`src/rtl/rs_pkg.sv`:
```
// Shared RS(255,239) GF(2^8) constants and constant-multiply helpers for the
// encoder, syndrome, Chien and Forney blocks.
package rs_pkg;
  localparam int         RS_W    = 8;
  localparam int         RS_T    = 8;
  localparam int         RS_N    = 255;
  localparam int         RS_K    = 239;
  localparam logic [8:0] RS_POLY = 9'h11D;

  typedef enum logic {S_IDLE, S_ACCUM} syn_state_e;

  // b * lambda^j, lambda = 0x02; with constant j this flattens to an XOR net
  function automatic logic [RS_W-1:0] gf_mul_const(input logic [RS_W-1:0] b, input int j);
    logic [RS_W-1:0] v;
    v = b;
    for (int i = 0; i < RS_N; i++)
      if (i < j) v = {v[RS_W-2:0], 1'b0} ^ (v[RS_W-1] ? RS_POLY[RS_W-1:0] : '0);
    return v;
  endfunction

  function automatic logic [RS_W-1:0] gf_alpha_pow(input int j);
    return gf_mul_const(8'h01, j);
  endfunction
endpackage

```
`src/rtl/rs_syn_cell.sv`:
```
// One syndrome accumulator S_J: load on sop, Horner step S*lambda^J ^ d otherwise.
module rs_syn_cell
  import rs_pkg::*;
#(
  parameter int J = 0
) (
  input  logic            clk,
  input  logic            reset,
  input  logic            load_i,
  input  logic            acc_i,
  input  logic [RS_W-1:0] data_i,
  output logic [RS_W-1:0] syn_nxt_o
);
  logic [RS_W-1:0] syn_q, syn_d;

  always_comb begin
    syn_d = syn_q;
    if (load_i)     syn_d = data_i;
    else if (acc_i) syn_d = gf_mul_const(syn_q, J) ^ data_i;
  end

  always_ff @(posedge clk or posedge reset)
    if (reset) syn_q <= '0;
    else       syn_q <= syn_d;

  // next value feeds the hold bank so the eop byte lands in the same edge
  assign syn_nxt_o = syn_d;
endmodule

```
`src/rtl/rs_syndrome.sv`:
```
// RS(255,239) syndrome front end: byte-serial Horner accumulation of 2T syndromes,
// hold bank drained j=0..2T-1 over valid/ready. Optional length check: RS_SYN_LEN_CHECK_EN.
module rs_syndrome
  import rs_pkg::*;
#(
  parameter int W     = 8,
  parameter int T     = 8,
  parameter int N_MAX = 255
) (
  input  logic         clk,
  input  logic         reset,
  input  logic [W-1:0] in_data,
  input  logic         in_valid,
  input  logic         in_sop,
  input  logic         in_eop,
  output logic         in_ready,
  output logic [W-1:0] out_syn,
  output logic [3:0]   out_idx,
  output logic         out_valid,
  input  logic         out_ready,
  output logic         out_err
`ifdef RS_SYN_LEN_CHECK_EN
  ,output logic        len_err,
  output logic [7:0]   abort_cnt
`endif
);
  localparam int NS = 2*T;

  // the 8-bit length counter cannot represent larger frames
  if (N_MAX > 255) begin : g_nmax_unsupported
  end

  syn_state_e            state_q, state_d;
  logic [NS-1:0][W-1:0]  nxt, hold_q;
  logic                  hold_full_q, err_q;
  logic [3:0]            idx_q;
  logic                  accept, load, acc, eop_acc, drain, last;

  assign in_ready = ~(hold_full_q & in_valid & in_eop);
  assign accept   = in_valid & in_ready;
  assign load     = accept & in_sop;
  assign acc      = accept & ~in_sop & (state_q == S_ACCUM);
  assign eop_acc  = (load | acc) & in_eop;
  assign drain    = hold_full_q & out_ready;
  assign last     = drain & (idx_q == 4'(NS-1));

  for (genvar j = 0; j < NS; j++) begin : g_cell
    rs_syn_cell #(.J(j)) u_cell (
      .clk       (clk),
      .reset     (reset),
      .load_i    (load),
      .acc_i     (acc),
      .data_i    (in_data),
      .syn_nxt_o (nxt[j])
    );
  end

  always_comb begin
    state_d = state_q;
    if (eop_acc)   state_d = S_IDLE;
    else if (load) state_d = S_ACCUM;
  end

  always_ff @(posedge clk or posedge reset) begin
    if (reset) begin
      state_q     <= S_IDLE;
      hold_q      <= '0;
      hold_full_q <= 1'b0;
      err_q       <= 1'b0;
      idx_q       <= '0;
    end else begin
      state_q <= state_d;
      if (eop_acc) begin
        hold_q      <= nxt;
        err_q       <= |nxt;
        hold_full_q <= 1'b1;
      end else if (last) begin
        hold_full_q <= 1'b0;
      end
      if (last)       idx_q <= '0;
      else if (drain) idx_q <= idx_q + 4'd1;
    end
  end

  assign out_valid = hold_full_q;
  assign out_idx   = idx_q;
  assign out_syn   = hold_full_q ? hold_q[idx_q] : '0;
  assign out_err   = err_q;

`ifdef RS_SYN_LEN_CHECK_EN
  logic [7:0] cnt_q, cnt_d, abort_q;
  logic       ovf_q, ovf_d, len_err_q, len_bad;

  always_comb begin
    cnt_d = cnt_q;
    ovf_d = ovf_q;
    if (load) begin
      cnt_d = 8'd1;
      ovf_d = 1'b0;
    end else if (acc) begin
      if (cnt_q == 8'hFF) ovf_d = 1'b1;
      else                cnt_d = cnt_q + 8'd1;
    end
    len_bad = ovf_d | (int'(cnt_d) > N_MAX) | (int'(cnt_d) < NS+1);
  end

  always_ff @(posedge clk or posedge reset) begin
    if (reset) begin
      cnt_q     <= '0;
      ovf_q     <= 1'b0;
      len_err_q <= 1'b0;
      abort_q   <= '0;
    end else begin
      cnt_q <= cnt_d;
      ovf_q <= ovf_d;
      if (eop_acc)   len_err_q <= len_bad;
      else if (last) len_err_q <= 1'b0;
      if (load && state_q == S_ACCUM && abort_q != 8'hFF) abort_q <= abort_q + 8'd1;
    end
  end

  assign len_err   = len_err_q;
  assign abort_cnt = abort_q;
`endif
endmodule

```
`config.mk`:
```
export PLATFORM = sky130hd
export DESIGN_NAME = rs_syndrome
export DESIGN_NICKNAME = d
export VERILOG_FILES = /design/src/rtl/rs_pkg.sv /design/src/rtl/rs_syn_cell.sv /design/src/rtl/rs_syndrome.sv
export SDC_FILE = /design/constraint.sdc
export NUM_CORES = 1
export LEC_CHECK = 0
export ABC_AREA = 1
export CORE_MARGIN = 1
export CORE_UTILIZATION = 35
export CTS_BUF_LIST = sky130_fd_sc_hd__clkbuf_4 sky130_fd_sc_hd__clkbuf_8
export CTS_CLUSTER_DIAMETER = 200
export DETAILED_ROUTE_END_ITERATION = 6
export SETUP_SLACK_MARGIN = 0.2
export SLEW_MARGIN = 20
export SYNTH_ARGS = -nofsm -noshare
export SYNTH_HDL_FRONTEND = slang
export SYNTH_SLANG_ARGS = --single-unit
```
`constraint.sdc`:
```
create_clock -name clk -period 14.1 [get_ports clk]
set_input_delay 2.82 -clock clk [delete_from_list [all_inputs] [get_ports clk]]
set_output_delay 2.82 -clock clk [all_outputs]
set_load 0.02 [all_outputs]
```
-- Word-level counts from Yosys, hierarchy flattened
Index checks and enable logic that the tools add are counted.
- bits in registers: 263
- bits of input ports: 14
- word-level logic and storage cells: 592
- add/sub/neg operators: 1
- magnitude comparators: 1
- eq/ne operators: 1
- mux-type cells: 401
- bitwise operators: 148
- reductions and logical operators: 4
- operator list (kind ; number):
    8-bit two-way mux ; 274
    8-bit bitwise XOR ; 136
    5-bit two-way mux ; 120
    128-bit OR reduction ; 1
    8-bit binary-select mux with 4-bit select ; 1
    1-bit bitwise AND ; 9
    4-bit two-way mux ; 2
    2-bit nonzero test ; 3
    4-bit by 5-bit less-than comparator with 1-bit output (second input constant) ; 1
    4-bit by 1-bit adder with 4-bit output (second input constant) ; 1
    4-bit == test (second input constant) ; 1
    1-bit two-way mux ; 4
    1-bit inverter ; 2
    1-bit OR ; 1

-- Depth between registers and ports, before layout
Gate-level depths: netlist of the first run.
- depth in word-level cells: 68
- depth in mapped cells: 22
- gate-level depth less buffers: 21

-- Hierarchy
From an unflattened synthesis of the first run, not the netlist that was laid out.
- cell total of the unflattened synthesis: 3131
- area total of the unflattened synthesis: 19952.9 um^2
- modules (own cells, without submodules) (module ; instances ; cells an instance ; area an instance (um^2) ; seq. area each (um^2)):
    rs_syndrome ; 1 ; 946 ; 6895.4 ; 3378.2
    rs_syn_cell at g_cell[15].u_cell ; 1 ; 204 ; 1182.4 ; 200.2
    rs_syn_cell at g_cell[13].u_cell ; 1 ; 161 ; 1029.7 ; 200.2
    rs_syn_cell at g_cell[14].u_cell ; 1 ; 181 ; 1029.7 ; 200.2
    rs_syn_cell at g_cell[11].u_cell ; 1 ; 184 ; 1022.2 ; 200.2
    rs_syn_cell at g_cell[12].u_cell ; 1 ; 168 ; 1016.0 ; 200.2
    rs_syn_cell at g_cell[10].u_cell ; 1 ; 169 ; 957.2 ; 200.2
    rs_syn_cell at g_cell[9].u_cell ; 1 ; 157 ; 894.6 ; 200.2
    rs_syn_cell at g_cell[8].u_cell ; 1 ; 143 ; 854.6 ; 200.2
    rs_syn_cell at g_cell[6].u_cell ; 1 ; 127 ; 768.2 ; 200.2
    rs_syn_cell at g_cell[7].u_cell ; 1 ; 120 ; 764.5 ; 200.2
    rs_syn_cell at g_cell[5].u_cell ; 1 ; 119 ; 689.4 ; 200.2
    rs_syn_cell at g_cell[2].u_cell ; 1 ; 105 ; 621.8 ; 200.2
    rs_syn_cell at g_cell[4].u_cell ; 1 ; 98 ; 610.6 ; 200.2
    3 more rows ; -- ; -- ; -- ; --

-- Worst setup path after synthesis of the first run
Ideal clock, no wire load.
- kind: input to output
- start: in in_valid
- end: out in_ready
- arrival time: 2.998 ns
- path slack: 8.282 ns
- stages on the path: 1
- path buffers: 0
- cell sequence: nand3_1
- longest elaborated chain between the ends: 3
- ends and longest elaborated chain (what ; line ; text):
    start: declaration ; rs_syndrome.sv:13 ; input logic in_valid,
    1-bit bitwise AND (2 in series) ; rs_syndrome.sv:39 ; assign in_ready = ~(hold_full_q & in_valid & in_eop);
    1-bit inverter ; rs_syndrome.sv:39 ;
    end: declaration ; rs_syndrome.sv:16 ; output logic in_ready,
Every way passes these cells.

-- Final worst setup path of the first run
- start: in in_sop
- end: reg hold_q[31] (netlist bit)
- longest elaborated chain between the ends: 5
- ends and longest elaborated chain (what ; line ; text):
    start: declaration ; rs_syndrome.sv:14 ; input logic in_sop,
    1-bit inverter ; rs_syndrome.sv:42 ; assign acc = accept & ~in_sop & (state_q == S_ACCUM);
    1-bit bitwise AND (2 in series) ; rs_syndrome.sv:42 ;
    8-bit two-way mux / 1-bit OR (equally long branches) ; rs_syn_cell.sv:19, rs_syndrome.sv:43 ;
    8-bit two-way mux / 1-bit bitwise AND (equally long branches) ; rs_syn_cell.sv:18, rs_syndrome.sv:43 ;
    end signal: assignment ; rs_syndrome.sv:74 ; hold_q <= nxt;
    end: declaration ; rs_syndrome.sv:34 ; logic [NS-1:0][W-1:0] nxt, hold_q;
Parallel ways exist; a longest one is shown, timed or not.
A chain may end at the register's enable or synchronous reset.

==> out/qor.txt, run 1 <==
largest net degree at the start of global routing = 117
Syn Inst Count = 2837
fin crit share = 0.492
WP buf/inv = 4
Initial Util = 0.358
Post-Synth XOR/XNOR Area = 0.0903
Async S/R FF share, synth = 1.00
Sink Count = 263
Worst Max-Slew Pin Slew = 1.10 ns
adder-cell share of the synthesized area = 0.000675
clock slew at reported path FFs = 0.06 ns
class of the worst hold path = reg -> reg
I/O pin count = 29
Post-Syn Area per Cell = 6.53 um^2
CTS resizes = 0
Longest Clk Path Bufs = 3
Die Area = 53900 um^2
Post-Syn Area = 18500 um^2
CP max stage cell = buf_4
Final WS setup = 7.16 ns
CP max FO = 96
CP peak stage delay = 0.83 ns
Antenna Nets Post-Route = 0
fin. max-slew vios = 0
crit path kind = in -> reg
I/O Buffers = 28
Detailed Place HPWL = 46400 um
yosys warns = 0
# rows = 83
leak pwr = 10.3 nW
critical path capture point type = register
root buffer cell = clkbuf_8
Die Width = 232 um
complex-gate fraction of the synthesized area = 0.116
Place WS = 6.67 ns
TritonRoute pass-1 iters = 7
CP required = 14.57 ns
clk_skew = 0.0327 ns
fraction of layout cells with a size suffix above 1 = 0.0488
setup total negative slack = 0 ns
WL/cell = 19.8 um
power density cells = 306 nW/um^2
GPL Wtd Cong = 0.944
Post-synth top flop = dfrtp_1
sequential share of the synthesized area = 0.355
failing checks = DRC
most used cell, CP = buf_4
H-tree depth = 2
number of vias per cell = 5.39
Tot GR Track Use = 0.257
residual DRC count = 10
CP delay by family, top = buffers and inverters
Max VDD drop = 0.196 mV
arrival time worst endpoint = 7.42 ns
WHS = 0.480 ns
hold-fix buffers at CTS = 0
vias in the first global route = 17900
Setup Viol. Count Final = 0
Layout Nets = 2797
Clock Latency Late Sink = 0.59 ns
Slew HR = 0.263
die height = 232 um
CTS buffer count = 48
ANT cells = 0
gr ovfl total = 0
unrepaired setup endpoints after global routing = false
Routed WL = 69100 um
Syn Nets = 2852
drt initial violations = 2013
mux contribution to synthesized area = 0
Post-synth EDFFs = 0
Final min period = 6.94 ns
postcts setup bufs = 0
main combinational cell family by area after synthesis = simple AND/OR/NAND/NOR gates
fmax = 0.144 GHz
Synth-to-Final Area Change = 8.04%
initial antenna violation count = 3
worst-path cell chain = clkdlybuf4s50_1 > nand3_4 > buf_4 > nand2_4 > nand2_2 > inv_4 > buf_4 > nor2_1 > a31oi_1
Synth cell types = 38
Critical Path Start Type = input port
max-cap violation count = 0
Fin. Hold Viols = 0
CTS tree = built
total vias in the final route = 18800
core area = 51800 um^2
synthesis-stage register bit count = 263
status = finished with violations
post-synthesis simple-gate area fraction = 0.335
global-route wire length before repair = 106000 um
cells by family (layout without fill, tap and decap cells):
group                    count (synthesis)  in the layout
buffers and inverters                  466            437
XOR/XNOR                               191            191
AO/OA/AOI/OAI                          397            397
flip-flops                             263            263
AND/OR/NAND/NOR                       1519           1519
adder cells (fa/ha/maj)                  1              1
where the power goes:
group,switching (mW),internal (mW),total [mW]
sequential,0.416,1.12,1.54
combinational,2.54,1.33,3.87
clock,0.327,0.382,0.709
total,3.28,2.83,6.12
stage by stage:
step | std cells | power (mW) | util | instance area (um^2)
floorplan | 2837 | 4.38 | - | 18500
global placement | 3412 | 5.25 | 0.369 | 19100
detailed placement | 3412 | 5.34 | 0.369 | 19100
CTS | 3488 | 6.06 | 0.386 | 20000
global route | 3488 | 6.71 | 0.386 | 20000
finish | 3488 | 6.12 | 0.386 | 20000
state kept, by name (all words and copies together) (netlist names):
name	cells
out_err	1
g_cell.u_cell.syn_q	128
state_q	1
out_idx	4
out_valid	1
hold_q	128
placed cells by master, fill, tap and decap left out, types with 18 or more instances in the layout:
master	count
clkdlybuf4s50_1	28
xor2_1	104
dfrtp_1	262
a21oi_1	83
inv_1	289
a31oi_1	50
clkbuf_8	52
clkbuf_4	18
o21ai_0	216
buf_4	27
nand2_1	1021
nand3_1	276
xnor2_1	87
nor2_1	171
tightest hold or removal path, delay by kind of cell (launching register included):
kind	cells	cell delay [ns]
DFF	1	0.34
AOI/OAI and AO/OA	1	0.06
and+or+nand+nor	1	0.05
Yosys cell counts, types with 2 or more instances:
master | number | area, um^2
inv_2 | 9 | 33.8
nand3_4 | 2 | 35.0
buf_4 | 12 | 90.1
o211ai_1 | 13 | 97.6
o22ai_1 | 2 | 12.5
buf_6 | 3 | 33.8
o21ai_0 | 216 | 1080
a21oi_1 | 83 | 415
clkinv_1 | 5 | 18.8
nand4_1 | 14 | 87.6
inv_1 | 291 | 1090
a31oi_1 | 50 | 313
buf_1 | 12 | 45.0
nand2_2 | 5 | 31.3
nor2_1 | 171 | 642
nand3_1 | 276 | 1380
clkbuf_2 | 2 | 10.0
xor2_1 | 104 | 911
buf_2 | 65 | 325
o21ai_1 | 15 | 75.1
dfrtp_1 | 263 | 6580
o221ai_1 | 8 | 70.1
nor3_1 | 2 | 10.0
clkbuf_1 | 67 | 251
nand3b_1 | 10 | 75.1
o21a_1 | 6 | 45.0
o21bai_1 | 3 | 22.5
or2_2 | 9 | 56.3
nand2_1 | 1022 | 3840
xnor2_1 | 87 | 762
nand2b_1 | 3 | 18.8
area by class of cell:
cell class                 instances  area [um^2]
inverter                         305         1150
clock inverter                     6         36.3
tap                              680          851
multi-input combinational       2108        10000
timing repair buffer              56          494
clock buffer                      70          851
fill                            5417        31800
sequential                       263         6580
layer usage:
layer	share of wire	global-route usage
met1	0.43	0.342
met2	0.44	0.406
met3	0.085	0.0491
met4	0.044	0.111
met5	0.00033	0
path summary, 6_finish.rpt:
kind	from	endpoint	slack, ns	cells after the start
max	in_sop	hold_q[31]	7.16	9
min	hold_q[5]	hold_q[5]	0.48	2
max reg2reg	out_valid	hold_q[31]	9.43	9
min reg2reg	hold_q[5]	hold_q[5]	0.48	2
max in group asynchronous	reset	hold_q[117]	9.80	3
min in group asynchronous	reset	g_cell[7].u_cell.syn_q[1]	2.80	2
No activity file was read; power rests on OpenSTA's default activity.
==> run 2, diff against run 1 <==
==> constraint.sdc (replaced) <==
create_clock -name clk -period 6.05 [get_ports clk]
set_input_delay 1.21 -clock clk [delete_from_list [all_inputs] [get_ports clk]]
set_output_delay 1.21 -clock clk [all_outputs]
set_load 0.02 [all_outputs]
==> out/qor.txt, run 2 (same netlist as run 1, synthesis figures left out) <==
Switching Fraction = 0.535 (was 0.537)
I/O Buffers = 28 (unchanged)
Worst Max-Slew Pin Slew = 1.11 ns (was 1.10 ns)
CTS resizes = 0 (unchanged)
global-route wire length before repair = 107000 um (was 106000 um)
register share of total power = 0.248 (was 0.251)
gr ovfl total = 0 (unchanged)
Detailed Place HPWL = 47700 um (was 46400 um)
unrepaired setup endpoints after global routing = false (unchanged)
core area = 51800 um^2 (unchanged)
commonest non-fill, non-tap cells in the layout = nand2_1 (1021), inv_1 (289), nand3_1 (276) (unchanged)
Tot GR Track Use = 0.261 (was 0.257)
root buffer cell = clkbuf_8 (unchanged)
Die Area = 53900 um^2 (unchanged)
fmax = 0.210 GHz
Antenna Nets Post-Route = 0 (unchanged)
Layout Nets = 2803 (was 2797)
Clock Latency Late Sink = 0.59 ns (about the same)
fill count = 5431 (was 5417)
fraction of layout cells with a size suffix above 1 = 0.0552 (was 0.0488)
I/O pin count = 29 (unchanged)
Met3 Wirelength = 5360 um (was 5910 um)
postcts setup bufs = 0 (unchanged)
arrival time worst endpoint = 3.54 ns (was 7.42 ns)
Synth-to-Final Area Change = 9.42% (was 8.04%)
Setup Viol. Count Final = 0 (unchanged)
Register Area = 6580 um^2 (unchanged)
clk_skew = 0.0231 ns (was 0.0327 ns)
H-tree depth = 2 (unchanged)
die height = 232 um (unchanged)
crit path kind = reg -> out (was in -> reg)
Fin. Hold Viols = 0 (unchanged)
fin crit share = 0.786
status = completed (was finished with violations)
fin. max-slew vios = 0 (unchanged)
GPL Wtd Cong = 0.953 (was 0.944)
Clk network pwr share = 0.126 (was 0.116)
class of the worst hold path = reg -> reg (unchanged)
Initial Util = 0.358 (unchanged)
commonest non-fill, non-tap cell in the layout = nand2_1 (unchanged)
Sink Count = 263 (unchanged)
number of vias per cell = 5.36 (was 5.39)
Max VDD drop = 0.397 mV (was 0.196 mV)
residual DRC count = 0 (was 10)
top sig layer = met4 (was met5)
CTS buffer count = 47 (was 48)
# rows = 83 (unchanged)
CP max FO = 52 (was 96)
Die Width = 232 um (unchanged)
sw power = 7.76 mW (was 3.28 mW)
CTS tree = built (unchanged)
Longest Clk Path Bufs = 3 (unchanged)
Final min period = 4.75 ns
Placed Area = 19200 um^2 (was 19100 um^2)
WL/cell = 19.9 um (was 19.8 um)
max-cap violation count = 0 (unchanged)
Final Cell Area = 20300 um^2 (was 20000 um^2)
final core utilization = 0.391 (was 0.386)
vias in the first global route = 18000 (was 17900)
initial antenna violation count = 0 (was 3)
Routed WL = 69900 um (was 69100 um)
hold-fix buffers at CTS = 0 (unchanged)
TritonRoute pass-1 iters = 6 (was 7)
largest net degree at the start of global routing = 115 (was 117)
total vias in the final route = 18800 (about the same)
leak pwr = 10.4 nW (was 10.3 nW)
setup total negative slack = 0 ns (unchanged)
critical path capture point type = output pin (was register)
Logic pwr share = 0.625 (was 0.633)
drt initial violations = 1798 (was 2013)
met2 WL = 31500 um (was 30700 um)
power density cells = 716 nW/um^2 (was 306 nW/um^2)
Critical Path Start Type = register (was input port)
Slew HR = 0.259 (was 0.263)
M1 wire length = 29800 um (was 29500 um)
area occupied by multi-input gates = 10000 um^2 (unchanged)
ANT cells = 0 (unchanged)
CP required = 4.84 ns (was 14.57 ns)
clock slew at reported path FFs = 0.06 ns (about the same)
Int Power = 6.75 mW (was 2.83 mW)
run 2: final cells by class:
cell class	instances	area share
Multi-Input combinational cell	2108	0.496
Sequential cell	263	0.325
Inverter	305	0.0568
Clock buffer	75	0.0463
Tap cell	680	0.0420
Timing Repair Buffer	63	0.0299
Clock inverter	13	0.00475
run 2: worst max-delay path, stage by stage (launching register included):
cell and delay, ns:
dfrtp_2 0.41, inv_2 0.78, o21ai_0 0.20, o221ai_1 0.43, nand3_1 0.15, a21oi_1 0.28
clkdlybuf4s50_1 0.67
run 2: power by group through the flow:
| stage | registers [mW] | logic (mW) | clock network [mW] |
|---|---|---|---|
| 2_1_floorplan | 3.05 | 7.15 | 0 |
| 3_3_place_gp | 3.58 | 8.76 | 0 |
| 3_5_place_dp | 3.59 | 8.93 | 0 |
| 4_1_cts | 3.57 | 8.98 | 1.85 |
| 5_1_grt | 3.70 | 10.2 | 1.93 |
| 6_report | 3.60 | 9.08 | 1.83 |
run 2: worst paths after layout:
path | start | end | slack, ns | cells past startpoint
setup / recovery | out_idx[0] | out_syn[5] | 1.30 | 6
hold / removal | hold_q[44] | hold_q[44] | 0.48 | 2
setup reg to reg | out_valid | out_err | 2.16 | 17
hold reg to reg | hold_q[44] | hold_q[44] | 0.48 | 2
max in group asynchronous | reset | hold_q[26] | 4.02 | 3
min in group asynchronous | reset | hold_q[54] | 0.91 | 2
run 2: layer usage:
layer | global-route usage | vias up
met5 | 0 | -
met4 | 0.117 | 0
met3 | 0.0372 | 182
met2 | 0.417 | 794
met1 | 0.348 | 8956
li1 | - | 8871
run 2: per-stage QoR:
step	instances	setup WS (ns)	total power [mW]	hold WS (ns)
2_1_floorplan	2837	1.37	10.2	0.444
3_3_place_gp	3419	0.940	12.3	0.460
3_5_place_dp	3419	0.963	12.5	0.461
4_1_cts	3507	1.30	14.4	0.478
5_1_grt	3507	1.26	15.9	0.500
6_report	3507	1.30	14.5	0.480
